**config.mk**
```make
export PLATFORM = sky130hd
export DESIGN_NAME = mcs4_rom_loader_flat
export DESIGN_NICKNAME = d
export VERILOG_FILES = /design/src/rtl/mcs4_rom_loader_if.sv /design/src/rtl/mcs4_rom_loader.sv /design/src/flat_wrapper.sv
export SDC_FILE = /design/constraint.sdc
export NUM_CORES = 1
export LEC_CHECK = 0
export BUFFER_PORTS_ARGS = -buffer_cell sky130_fd_sc_hd__buf_2
export CAP_MARGIN = 20
export CORE_AREA = 5 5 78 80
export CTS_CLUSTER_DIAMETER = 120
export CTS_CLUSTER_SIZE = 25
export DETAILED_ROUTE_END_ITERATION = 12
export DIE_AREA = 0 0 83 85
export PLACE_DENSITY = 0.75
export SLEW_MARGIN = 30
export SYNTH_ARGS = -nofsm -noshare
export SYNTH_HDL_FRONTEND = slang
export SYNTH_SLANG_ARGS = --single-unit
```
**constraint.sdc**
```tcl
create_clock -name CLK -period 2.5 [get_ports CLK]
set_input_delay 0.125 -clock CLK [delete_from_list [all_inputs] [get_ports CLK]]
set_output_delay 0.125 -clock CLK [all_outputs]
set_load 0.05 [all_outputs]
```
**src/rtl/mcs4_rom_loader_if.sv**
```systemverilog
// Byte-stream and ROM-init bus bundle for mcs4_rom_loader.
// master = loader side, slave = host/ROM/CPU side.
interface mcs4_rom_loader_if;
   logic [7:0]  RX_DATA;
   logic        RX_VALID;
   logic        RX_READY;
   logic [7:0]  TX_DATA;
   logic        TX_VALID;
   logic        TX_READY;
   logic        CPU_RES_N;
   logic        ROM_INIT_ENB;
   logic [11:0] ROM_INIT_ADDR;
   logic        ROM_INIT_RE;
   logic        ROM_INIT_WE;
   logic [7:0]  ROM_INIT_WDATA;
   logic [7:0]  ROM_INIT_RDATA;
   logic        CMD_ERR;

   modport master (
      input  RX_DATA, RX_VALID, TX_READY, ROM_INIT_RDATA,
      output RX_READY, TX_DATA, TX_VALID, CPU_RES_N, ROM_INIT_ENB,
             ROM_INIT_ADDR, ROM_INIT_RE, ROM_INIT_WE, ROM_INIT_WDATA, CMD_ERR
   );

   modport slave (
      output RX_DATA, RX_VALID, TX_READY, ROM_INIT_RDATA,
      input  RX_READY, TX_DATA, TX_VALID, CPU_RES_N, ROM_INIT_ENB,
             ROM_INIT_ADDR, ROM_INIT_RE, ROM_INIT_WE, ROM_INIT_WDATA, CMD_ERR
   );
endinterface

```
**src/rtl/mcs4_rom_loader.sv**
```systemverilog
// Command-stream ROM loader for MCS4_SYS: W/R/G commands, holds CPU in reset while loading.
// Define MCS4_LOADER_CKSUM_EN to return a modulo-256 data checksum after each Write.
module mcs4_rom_loader #(
   parameter int unsigned ROM_RD_LAT = 1,
   parameter int unsigned BOOT_RUN   = 0
) (
   input logic               CLK,
   input logic               RES,
   mcs4_rom_loader_if.master bus
);

   localparam logic [7:0] CMD_W        = 8'h57;
   localparam logic [7:0] CMD_R        = 8'h52;
   localparam logic [7:0] CMD_G        = 8'h47;
   localparam logic [1:0] LAT          = 2'(ROM_RD_LAT);
   localparam logic       RUN_AT_RESET = (BOOT_RUN != 0);

   typedef enum logic [3:0] {
      IDLE, A_HI, A_LO, LEN, W_DATA, W_STB, R_ISSUE, R_WAIT, R_SEND
`ifdef MCS4_LOADER_CKSUM_EN
      , CK_SEND
`endif
   } state_t;

   state_t      st, nxt;
   logic        rx_ready, rx_fire, we, re, tx_valid, last;
   logic [11:0] addr;
   logic [8:0]  cnt;
   logic [7:0]  wdata, tx_data;
   logic [1:0]  lat_cnt;
   logic        is_wr, enb, cpu_res_n, cmd_err;
`ifdef MCS4_LOADER_CKSUM_EN
   logic [7:0]  cksum;
`endif

   assign last    = (cnt == 9'd1);
   assign rx_fire = rx_ready & bus.RX_VALID & ~RES;

   always_ff @(posedge CLK or posedge RES) begin
      if (RES) st <= IDLE;
      else     st <= nxt;
   end

   always_comb begin
      nxt      = st;
      rx_ready = 1'b0;
      we       = 1'b0;
      re       = 1'b0;
      tx_valid = 1'b0;
      case (st)
         IDLE: begin
            rx_ready = 1'b1;
            if (bus.RX_VALID && (bus.RX_DATA == CMD_W || bus.RX_DATA == CMD_R)) nxt = A_HI;
         end
         A_HI: begin
            rx_ready = 1'b1;
            if (bus.RX_VALID) nxt = A_LO;
         end
         A_LO: begin
            rx_ready = 1'b1;
            if (bus.RX_VALID) nxt = LEN;
         end
         LEN: begin
            rx_ready = 1'b1;
            if (bus.RX_VALID) nxt = is_wr ? W_DATA : R_ISSUE;
         end
         W_DATA: begin
            rx_ready = 1'b1;
            if (bus.RX_VALID) nxt = W_STB;
         end
         W_STB: begin
            we = 1'b1;
`ifdef MCS4_LOADER_CKSUM_EN
            nxt = last ? CK_SEND : W_DATA;
`else
            nxt = last ? IDLE : W_DATA;
`endif
         end
         R_ISSUE: begin
            re  = 1'b1;
            nxt = R_WAIT;
         end
         R_WAIT: begin
            if (lat_cnt == LAT) nxt = R_SEND;
         end
         R_SEND: begin
            tx_valid = 1'b1;
            if (bus.TX_READY) nxt = last ? IDLE : R_ISSUE;
         end
`ifdef MCS4_LOADER_CKSUM_EN
         CK_SEND: begin
            tx_valid = 1'b1;
            if (bus.TX_READY) nxt = IDLE;
         end
`endif
         default: nxt = IDLE;
      endcase
   end

   always_ff @(posedge CLK or posedge RES) begin
      if (RES) begin
         addr      <= '0;
         cnt       <= '0;
         wdata     <= '0;
         tx_data   <= '0;
         lat_cnt   <= '0;
         is_wr     <= 1'b0;
         cmd_err   <= 1'b0;
         enb       <= ~RUN_AT_RESET;
         cpu_res_n <= RUN_AT_RESET;
`ifdef MCS4_LOADER_CKSUM_EN
         cksum     <= '0;
`endif
      end else begin
         cmd_err <= 1'b0;
         case (st)
            IDLE: if (rx_fire) begin
               if (bus.RX_DATA == CMD_W || bus.RX_DATA == CMD_R) begin
                  is_wr     <= (bus.RX_DATA == CMD_W);
                  enb       <= 1'b1;
                  cpu_res_n <= 1'b0;
               end else if (bus.RX_DATA == CMD_G) begin
                  enb       <= 1'b0;
                  cpu_res_n <= 1'b1;
               end else begin
                  cmd_err   <= 1'b1;
               end
            end
            A_HI: if (rx_fire) addr[11:8] <= bus.RX_DATA[3:0];
            A_LO: if (rx_fire) addr[7:0] <= bus.RX_DATA;
            LEN: if (rx_fire) begin
               // a length byte of zero encodes 256 transfers
               cnt <= (bus.RX_DATA == 8'h00) ? 9'd256 : {1'b0, bus.RX_DATA};
`ifdef MCS4_LOADER_CKSUM_EN
               cksum <= '0;
`endif
            end
            W_DATA: if (rx_fire) begin
               wdata <= bus.RX_DATA;
`ifdef MCS4_LOADER_CKSUM_EN
               cksum <= cksum + bus.RX_DATA;
`endif
            end
            W_STB: begin
               addr <= addr + 12'd1;
               cnt  <= cnt - 9'd1;
`ifdef MCS4_LOADER_CKSUM_EN
               if (last) tx_data <= cksum;
`endif
            end
            R_ISSUE: lat_cnt <= 2'd1;
            R_WAIT: begin
               if (lat_cnt == LAT) tx_data <= bus.ROM_INIT_RDATA;
               else                lat_cnt <= lat_cnt + 2'd1;
            end
            R_SEND: if (bus.TX_READY) begin
               addr <= addr + 12'd1;
               cnt  <= cnt - 9'd1;
            end
            default: ;
         endcase
      end
   end

   assign bus.RX_READY       = rx_ready & ~RES;
   assign bus.TX_DATA        = tx_data;
   assign bus.TX_VALID       = tx_valid;
   assign bus.CPU_RES_N      = cpu_res_n;
   assign bus.ROM_INIT_ENB   = enb;
   assign bus.ROM_INIT_ADDR  = addr;
   assign bus.ROM_INIT_RE    = re & enb;
   assign bus.ROM_INIT_WE    = we & enb;
   assign bus.ROM_INIT_WDATA = wdata;
   assign bus.CMD_ERR        = cmd_err;

endmodule
```
**src/flat_wrapper.sv**
```systemverilog
// flat-port wrapper written by rule: the top's interface ports become plain ports
module mcs4_rom_loader_flat 
#(
   parameter int unsigned ROM_RD_LAT = 1,
   parameter int unsigned BOOT_RUN   = 0
)
  (CLK, RES, bus_RX_DATA, bus_RX_VALID, bus_TX_READY, bus_ROM_INIT_RDATA, bus_RX_READY, bus_TX_DATA, bus_TX_VALID, bus_CPU_RES_N, bus_ROM_INIT_ENB, bus_ROM_INIT_ADDR, bus_ROM_INIT_RE, bus_ROM_INIT_WE, bus_ROM_INIT_WDATA, bus_CMD_ERR);
  mcs4_rom_loader_if bus_i ();
  input logic CLK;
  input logic RES;
  input wire logic [$bits(bus_i.RX_DATA)-1:0] bus_RX_DATA;
  input wire logic [$bits(bus_i.RX_VALID)-1:0] bus_RX_VALID;
  input wire logic [$bits(bus_i.TX_READY)-1:0] bus_TX_READY;
  input wire logic [$bits(bus_i.ROM_INIT_RDATA)-1:0] bus_ROM_INIT_RDATA;
  output wire logic [$bits(bus_i.RX_READY)-1:0] bus_RX_READY;
  output wire logic [$bits(bus_i.TX_DATA)-1:0] bus_TX_DATA;
  output wire logic [$bits(bus_i.TX_VALID)-1:0] bus_TX_VALID;
  output wire logic [$bits(bus_i.CPU_RES_N)-1:0] bus_CPU_RES_N;
  output wire logic [$bits(bus_i.ROM_INIT_ENB)-1:0] bus_ROM_INIT_ENB;
  output wire logic [$bits(bus_i.ROM_INIT_ADDR)-1:0] bus_ROM_INIT_ADDR;
  output wire logic [$bits(bus_i.ROM_INIT_RE)-1:0] bus_ROM_INIT_RE;
  output wire logic [$bits(bus_i.ROM_INIT_WE)-1:0] bus_ROM_INIT_WE;
  output wire logic [$bits(bus_i.ROM_INIT_WDATA)-1:0] bus_ROM_INIT_WDATA;
  output wire logic [$bits(bus_i.CMD_ERR)-1:0] bus_CMD_ERR;
  assign bus_i.RX_DATA = bus_RX_DATA;
  assign bus_i.RX_VALID = bus_RX_VALID;
  assign bus_i.TX_READY = bus_TX_READY;
  assign bus_i.ROM_INIT_RDATA = bus_ROM_INIT_RDATA;
  assign bus_RX_READY = bus_i.RX_READY;
  assign bus_TX_DATA = bus_i.TX_DATA;
  assign bus_TX_VALID = bus_i.TX_VALID;
  assign bus_CPU_RES_N = bus_i.CPU_RES_N;
  assign bus_ROM_INIT_ENB = bus_i.ROM_INIT_ENB;
  assign bus_ROM_INIT_ADDR = bus_i.ROM_INIT_ADDR;
  assign bus_ROM_INIT_RE = bus_i.ROM_INIT_RE;
  assign bus_ROM_INIT_WE = bus_i.ROM_INIT_WE;
  assign bus_ROM_INIT_WDATA = bus_i.ROM_INIT_WDATA;
  assign bus_CMD_ERR = bus_i.CMD_ERR;
  mcs4_rom_loader #(.ROM_RD_LAT(ROM_RD_LAT), .BOOT_RUN(BOOT_RUN)) u_core (.CLK(CLK), .RES(RES), .bus(bus_i));
endmodule
```
Yosys cells after proc, flatten, opt, wreduce, memory -nomap -nowiden. Cells that the tools add are included.

Input bits: 20. Output and inout port bits: 35. Register bits after elaboration: 47.

Muxes and demuxes: 34. Bitwise logic cells: 6. Reductions and logical operators: 19. Add/sub/neg operators: 3. Equality and inequality tests: 24.

Operator list (count): $pmux 4 s9 (1); $mux 4 (8); $mux 9 (3); $pmux 9 s3 (1); $eq 8x7->1 const B (3); $pmux 8 s3 (1); $eq 4x3->1 const B (4); $reduce_and 3->1 (5); $add 12x1->12 const B (1); $mux 1 (12); $mux 12 (1); $ne 2x2->1 const B (6); $pmux 4 s3 (1); $ne 2x1->1 const B (5); $eq 9x1->1 const B (1); $reduce_bool 3->1 (3); $sub 9x1->9 const B (1); $eq 4x2->1 const B (2); $logic_not 8->1 (1); $mux 8 (1); $reduce_and 7->1 (1); $mux 3 (2); $reduce_and 2->1 (3); $and 1x1->1 (5); other kinds (12) (14).

Logic depth before layout (Yosys ltp). Gate-level depths: netlist (run 1).

Depth in word-level cells: 7. Depth in mapped cells: 7. Depth with buffers taken out: 7.

Least setup slack after synthesis (run 1). OpenSTA, ideal clock, no wires.

Kind: register to output. From: register u_core.st[3]. To: output port bus_ROM_INIT_RE. Slack: 0.272 ns. Buffers on the path: 1. Arrival: 2.103 ns. Cell stages (with the launch flop): 4. Cells stage by stage: dfrtp_1 -> clkbuf_1 -> or2_2 -> nor3b_1.

Longest elaborated chain between the ends: 3.

RTL lines: start: declaration (line mcs4_rom_loader.sv:25) `state_t st, nxt;`; start signal: assignment (line mcs4_rom_loader.sv:41) `else st <= nxt;`; $eq 4x3->1 (line mcs4_rom_loader.sv:50) `case (st)`; $mux 1 (line mcs4_rom_loader.sv:50); $and 1x1->1 (line mcs4_rom_loader.sv:171) `assign bus.ROM_INIT_RE = re & enb;`; end: declaration (line flat_wrapper.sv:21) `output wire logic [$bits(bus_i.ROM_INIT_RE)-1:0] bus_ROM_INIT_RE;`.

No other way between the ends.

Worst setup path in the final report (run 1).
From: register u_core.st[0]. To: register u_core.enb, in the netlist u_core.bus.ROM_INIT_ENB.

Longest elaborated chain between the ends: 6.

RTL lines: $eq 4x1->1 (tied with other cells) (line mcs4_rom_loader.sv:50); $reduce_or 5->1 (no line); $mux 1 (line mcs4_rom_loader.sv:50); $and 1x1->1 (2 in series) (line mcs4_rom_loader.sv:37) `assign rx_fire = rx_ready & bus.RX_VALID & ~RES;`; $reduce_and 3->1 (no line) (*); end signal: assignment (line mcs4_rom_loader.sv:109) `enb <= ~RUN_AT_RESET;`; end: declaration (line mcs4_rom_loader.sv:31) `logic is_wr, enb, cpu_res_n, cmd_err;`.

Every way passes the cells marked *; elsewhere a longest branch is shown, timed or not. A chain may end at the register's enable or synchronous reset.

==> results of run 1 <==
## path summary, 6_finish.rpt
check / startpoint / end / slack (ps)
max reg2reg: u_core.st[0]$_DFFE_PP0P_ / u_core.bus.ROM_INIT_ENB$_DFFE_PP1P_ / 290
min in group asynchronous: RES / u_core.bus.TX_DATA[2]$_DFFE_PP0P_ / 470
max in group asynchronous: RES / u_core.cnt[4]$_DFFE_PP0P_ / 1630
min: bus_ROM_INIT_RDATA[2] / u_core.bus.TX_DATA[2]$_DFFE_PP0P_ / 40
max: u_core.st[0]$_DFFE_PP0P_ / u_core.bus.ROM_INIT_ENB$_DFFE_PP1P_ / 290
min reg2reg: u_core.bus.ROM_INIT_WDATA[1]$_DFFE_PP0P_ / u_core.bus.ROM_INIT_WDATA[1]$_DFFE_PP0P_ / 500
## power by group
part	leakage, nW	total (mW)	switching (mW)	internal (mW)
sequential	0.564	1.43	0.314	1.11
clock	0.0474	0.497	0.271	0.226
combinational	0.783	2.76	1.82	0.934
total	1.39	4.68	2.41	2.27
## per-stage QoR
stage	cell area [sq um]	std cells	utilization, %
after detailed placement	3020	401	56.6
after floorplan	2670	285	-
after global routing	3130	410	58.7
final	3130	410	58.7
after global placement	3010	400	56.4
after CTS	3130	410	58.6
## cell families (layout without fill, tap and decap cells)
group                      count (synthesis)  after routing
AOI/OAI and AO/OA                         90             90
DFF                                       47             47
xor gates and xnor gates                   1              1
adders and majority gates                  4              4
buffers and inverters                     29             82
muxes                                     21             21
and+or+nand+nor                           93             93
## worst reg2reg max path, delay by kind of cell (launching register included)
kind / cells / cell delay [ps]
simple gates: 3 / 1160
flops: 1 / 500
buf+inv: 1 / 220
compound gates: 2 / 250
## state kept, by name, indices dropped and copies added (netlist names)
| register | flops |
|---|---|
| u_core.bus.CPU_RES_N | 1 |
| u_core.st | 4 |
| u_core.bus.CMD_ERR | 1 |
| u_core.is_wr | 1 |
| u_core.bus.ROM_INIT_WDATA | 8 |
| u_core.bus.TX_DATA | 8 |
| u_core.lat_cnt | 2 |
| u_core.bus.ROM_INIT_ENB | 1 |
| u_core.bus.ROM_INIT_ADDR | 12 |
| u_core.cnt | 9 |
## placed cells by master, fill, tap and decap left out, drive strengths merged, types with 4 or more instances in the layout
cell and n:
o21ai 15, nor2b 4, o22a 7, ha 4, dfrtp 46, a21o 5, clkbuf 6, nand3 8
o22ai 6, or3 7, inv 11, nor3 10, mux2 19, nor2 18, buf 62, nand2 21
a21oi 31
## metal layers
layer	global-route usage [%]	wire (um)
met5	0	0
met4	4.46	44
met3	3.40	269
met2	31.8	3140
met1	25.8	2970
## cell type report
cell class              count  area, sq um
flip-flops and latches     47         1180
clock buffers               6         82.6
well taps                  72         90.1
fillers                   494         2200
multi-input cells         209         1390
repair buffers             63          338
clock inverters             2         16.3
inverters                  11         43.8
## what timing repair did
action                     4_1_cts  5_1_grt
setup buffers                    0        0
hold buffers                     1        0
hold endpoints to repair        46        0
setup endpoints to repair        0        2
resized for setup                0        1
==> key figures, run 1 <==
Status
  • Status: finished, final reports clean

STA
  • Fin crit share: 88.3%
  • Slew Limit Fails: 0
  • Worst setup margin: 293 ps
  • # setup viols final: 0
  • Fin Clk Skew: 12.6 ps
  • Final count of hold timing violations: 0
  • RSZ-0062 raised after global routing: no
  • Setup_tns: 0 ps
  • Rel. slew slack: 57.8%
  • Minimum clock period: 2210 ps
  • Measured slew at the worst slew-check pin: 632 ps
  • Final hold slack: 43.7 ps
  • Fmax achieved: 453 MHz

Clock network
  • CTS tree: built
  • Clock root cell: clkbuf_8
  • Clock sink count: 47
  • Clk buf depth: 2
  • Clock-pin slew on the worst setup and hold paths: 100 ps
  • Clock latency at the later pin of the worst-skew pair: 300 ps
  • Num CTS Buffers: 5
  • CTS H-tree lvls: 2

Setup path
  • Crit-path slowest cell: dfrtp_1
  • CP top delay family: simple AND/OR/NAND/NOR gates
  • CP Class: reg2reg
  • Critical Path, Cell by Cell: buf_4 > or3_1 > nor4_2 > and2_1 > o22ai_1 > a21oi_1
  • WP buf/inv: 1
  • Arrival @ worst endpoint: 2440 ps
  • WP data required: 2730 ps
  • Worst path depth: 6
  • Maximum fanout along the worst path: 11
  • Worst setup SP type: register
  • Max incr delay on CP: 500 ps
  • Reg2Reg Depth: 6
  • Crit. End Element: register

Placement
  • Port bufs: 54
  • Gpl congestion: 0.909
  • DP HPWL: 4.65 mm
  • Setup Slack @ Placement: 208 ps

Logic synthesis
  • Synthesized net count: 309
  • Simple-Gate Fraction of Synth Area: 18.5%
  • Compound-Gate Fraction of Synth Area: 22.0%
  • Most frequent cell after synthesis: dfrtp_1
  • Main combinational cell family by area after synthesis: compound AO/OA/AOI/OAI gates
  • Netlist cell types: 54
  • Synth Area in XOR/XNOR: 0.328%
  • Mux cell area share after synthesis: 8.92%
  • Syn Area/Cell: 9.36 sq um
  • Gate count of the mapped netlist: 285
  • Share of the synthesized area in the top cell type: 43.2%
  • Main synth FF type: dfrtp_1
  • FFs w/ async S/R, synth: 100%
  • Post-synth EDFFs: 0
  • Post-Syn Area: 2670 sq um
  • Sequential share of the synthesized area: 44.2%
  • Synth cell count leaders: 46 x dfrtp_1, 31 x a21oi_1, 21 x nand2_1
  • Synth area leader: dfrtp_1
  • Area contributors post-synth: dfrtp_1 43%, mux2_2 7.6%, a21oi_1 5.8%, nand2_1 3.0%, o21ai_0 2.6%
  • Number of synthesized register bits: 47
  • Adder-cell area share of the yosys netlist: 1.88%
  • Ys Warns: 0

Cells and area
  • Fraction of layout cells with a size suffix above 1: 29.6%
  • N_diodes: 0
  • Nets: 361
  • Area growth from synthesis to layout: 17.6%

Routing
  • Detailed-route via count: 2356
  • Routed WL: 6.43 mm
  • Drt initial violations: 206
  • Post-route ant nets: 0
  • DRC violations left: 0
  • Pre-antenna DRT Iters: 4
  • WL per Instance: 15.7 um
  • Vias/cell: 5.75

Floorplanning
  • Core Area: 5340 sq um
  • Die Ht: 85 um
  • Initial Util: 50.0%
  • Die width: 83 um
  • Die area: 7060 sq um
  • Row cnt: 27
  • I/O Pins: 55

Global routing
  • Pin count of the biggest net entering global routing: 48
  • GR Util All Layers: 19.0%
  • Initial antenna violation count: 0
  • Grt ovf: 0
  • First-pass GRT wire length: 11.1 mm
  • Vias in the first global route: 2240

Power and ir drop
  • Power per Cell Area: 1490 nW/um^2
  • Maximum VDD drop: 0.000873 V
  • Tot Pwr: 4.68 mW
  • Leakage power: 1.39 nW

Hold path
  • Worst hold path class: in2reg
  • WHS Path Cells: 2

Flow run
  • Max cap viols: 0
Note: power is estimated with default switching activity, not from simulation.
==> run 2, diff against run 1 <==
--- a/config.mk
+++ b/config.mk
@@ -7,11 +7,11 @@
 export LEC_CHECK = 0
 export BUFFER_PORTS_ARGS = -buffer_cell sky130_fd_sc_hd__buf_2
 export CAP_MARGIN = 20
-export CORE_AREA = 5 5 78 80
+export CORE_AREA = 5 5 92 68
 export CTS_CLUSTER_DIAMETER = 120
 export CTS_CLUSTER_SIZE = 25
 export DETAILED_ROUTE_END_ITERATION = 12
-export DIE_AREA = 0 0 83 85
+export DIE_AREA = 0 0 97 73
 export PLACE_DENSITY = 0.75
 export SLEW_MARGIN = 30
 export SYNTH_ARGS = -nofsm -noshare
==> key figures, run 2 (synthesis gave the netlist of run 1 again) <==
Setup path
  • Maximum fanout along the worst path: 7 (-4)
  • WP data required: 2750 ps (+20 ps)
  • Crit. End Element: register
  • Worst setup SP type: register
  • Reg2Reg Depth: 6 (unchanged)
  • CP Class: reg2reg
  • Arrival @ worst endpoint: 2470 ps (+30 ps)

Clock network
  • Clock root cell: clkbuf_8
  • Num CTS Buffers: 5 (unchanged)
  • Clock-pin slew on the worst setup and hold paths: 100 ps (about the same)
  • Clock latency at the later pin of the worst-skew pair: 320 ps (+20 ps)
  • CTS H-tree lvls: 2 (unchanged)
  • Post-CTS Setup Bufs: 0 (unchanged)
  • CTS tree: built
  • Clk buf depth: 2 (unchanged)
  • Resize count post-CTS: 0 (unchanged)
  • Clock sink count: 47 (unchanged)

Floorplanning
  • Die area: 7080 sq um (+0.37%)
  • Row cnt: 23 (-15%)
  • Core Area: 5440 sq um (+1.9%)
  • Die Ht: 73 um (-14%)
  • I/O Pins: 55 (unchanged)
  • Initial Util: 49.0% (-0.93 points)
  • Die width: 97 um (+17%)

Global routing
  • Pin count of the biggest net entering global routing: 48 (unchanged)
  • Initial antenna violation count: 0 (unchanged)
  • GR Util All Layers: 18.1% (-0.86 points)
  • Vias in the first global route: 2109 (-5.8%)
  • Grt ovf: 0 (unchanged)
  • First-pass GRT wire length: 10.3 mm (-7.6%)

STA
  • Fin crit share: 88.5% (+0.22 points)
  • Slew Limit Fails: 0 (unchanged)
  • # setup viols final: 0 (unchanged)
  • Rel. slew slack: 61.3% (+3.4 points)
  • Fin Clk Skew: 7.90 ps (-4.69 ps)
  • Setup_tns: 0 ps (unchanged)
  • Minimum clock period: 2210 ps (+5.52 ps)
  • Measured slew at the worst slew-check pin: 575 ps (-57.0 ps)
  • Final count of hold timing violations: 0 (unchanged)
  • Final hold slack: 35.3 ps (-8.38 ps)
  • RSZ-0062 raised after global routing: no
  • Fmax achieved: 452 MHz (-0.25%)

Routing
  • Drt initial violations: 128 (-38%)
  • WL per Instance: 15.5 um (-0.82%)
  • Detailed-route via count: 2388 (+1.4%)
  • Vias/cell: 5.78 (+0.62%)
  • Pre-antenna DRT Iters: 5 (+1)
  • Routed WL: 6.42 mm (about the same)
  • Post-route ant nets: 0 (unchanged)
  • DRC violations left: 0 (unchanged)

Placement
  • Cells after DPL: 404 (+0.75%)
  • Gpl congestion: 0.980 (+7.8%)
  • Port bufs: 54 (unchanged)
  • DP HPWL: 4.61 mm (-0.81%)
  • Area post-placement: 3030 sq um (+0.21%)

Cells and area
  • Sequential cell area: 1180 sq um (unchanged)
  • Nets: 361 (unchanged)
  • Area growth from synthesis to layout: 17.3%
  • Max FFs per register: 12 (unchanged)
  • Non-Filler Instances: 413 (+0.73%)
  • Design Area, Final: 3130 sq um (-0.24%)
  • Fraction of layout cells with a size suffix above 1: 29.3% (-0.30 points)
  • Fin util: 57.5% (-1.2 points)
  • N_diodes: 0 (unchanged)
  • # fillers: 501 (+1.4%)
  • Most frequent cells in the layout: 54 x buf_2, 46 x dfrtp_1, 30 x a21oi_1
  • Most common cell after layout, fill and taps aside: buf_2
  • Multi-input gate area: 1380 sq um (-0.45%)

Power and ir drop
  • Power per Cell Area: 1500 nW/um^2 (+0.44%)
  • Leakage power: 1.40 nW (+0.25%)
  • Maximum VDD drop: 0.000652 V (-25%)

Hold path
  • WHS Path Cells: 2 (unchanged)
  • Worst hold path class: in2reg

Status
  • Status: finished, final reports clean

Flow run
  • Max cap viols: 0 (unchanged)
[run 2: worst paths after layout]
path | from | to | slack [ps]
max in group asynchronous | RES | u_core.bus.TX_DATA[5]$_DFFE_PP0P_ | 1640
hold reg to reg | u_core.bus.ROM_INIT_WDATA[0]$_DFFE_PP0P_ | u_core.bus.ROM_INIT_WDATA[0]$_DFFE_PP0P_ | 510
hold / removal | bus_ROM_INIT_RDATA[4] | u_core.bus.TX_DATA[4]$_DFFE_PP0P_ | 40
setup reg to reg | u_core.st[0]$_DFFE_PP0P_ | u_core.bus.ROM_INIT_ENB$_DFFE_PP1P_ | 290
setup / recovery | u_core.st[0]$_DFFE_PP0P_ | u_core.bus.ROM_INIT_ENB$_DFFE_PP1P_ | 290
min in group asynchronous | RES | u_core.bus.CPU_RES_N$_DFFE_PP0P_ | 440
[run 2: timing repair]
item / 4_1_cts / 5_1_grt
endpoints found under the setup margin: 0 / 0
hold buffers: 1 / 0
hold endpoints to repair: 46 / 0
[run 2: layer usage]
layer  wire [um]  part of all wire (%)  vias to the layer above  GRT usage [%]
met5           0                     0                        -              0
met4          76                   1.2                        0           7.32
met3         401                   6.2                        6           3.82
met2        2830                    44                       76           27.6
met1        3110                    48                     1148           25.5
li1            -                     -                     1158              -
[run 2: worst max-delay path: stages, from the launching register on]
cell	delay [ps]
dfrtp_1	460
buf_4	190
or3_1	430
nor4_1	550
and2_1	280
o22ai_1	100
a21oi_1	150
[run 2: power by group]
| group | switching, mW | total [mW] | internal (mW) |
|---|---|---|---|
| clock network | 0.291 | 0.494 | 0.203 |
| logic | 1.82 | 2.76 | 0.939 |
| registers | 0.327 | 1.44 | 1.11 |
[run 2: area by class of cell]
| type | count | area share (%) |
|---|---|---|
| Multi-Input combinational cell | 209 | 44.1 |
| Clock inverter | 3 | 0.720 |
| Inverter | 11 | 1.40 |
| Clock buffer | 5 | 2.20 |
| Tap cell | 75 | 3.00 |
| Timing Repair Buffer | 63 | 10.9 |
| Sequential cell | 47 | 37.7 |
[run 2: metrics by stage]
stage | total power, mW | worst slack (ps)
4_1_cts | 4.71 | 308
6_report | 4.69 | 288
3_3_place_gp | 4.14 | 382
5_1_grt | 5.00 | 179
3_5_place_dp | 4.20 | 330
2_1_floorplan | 3.56 | 272
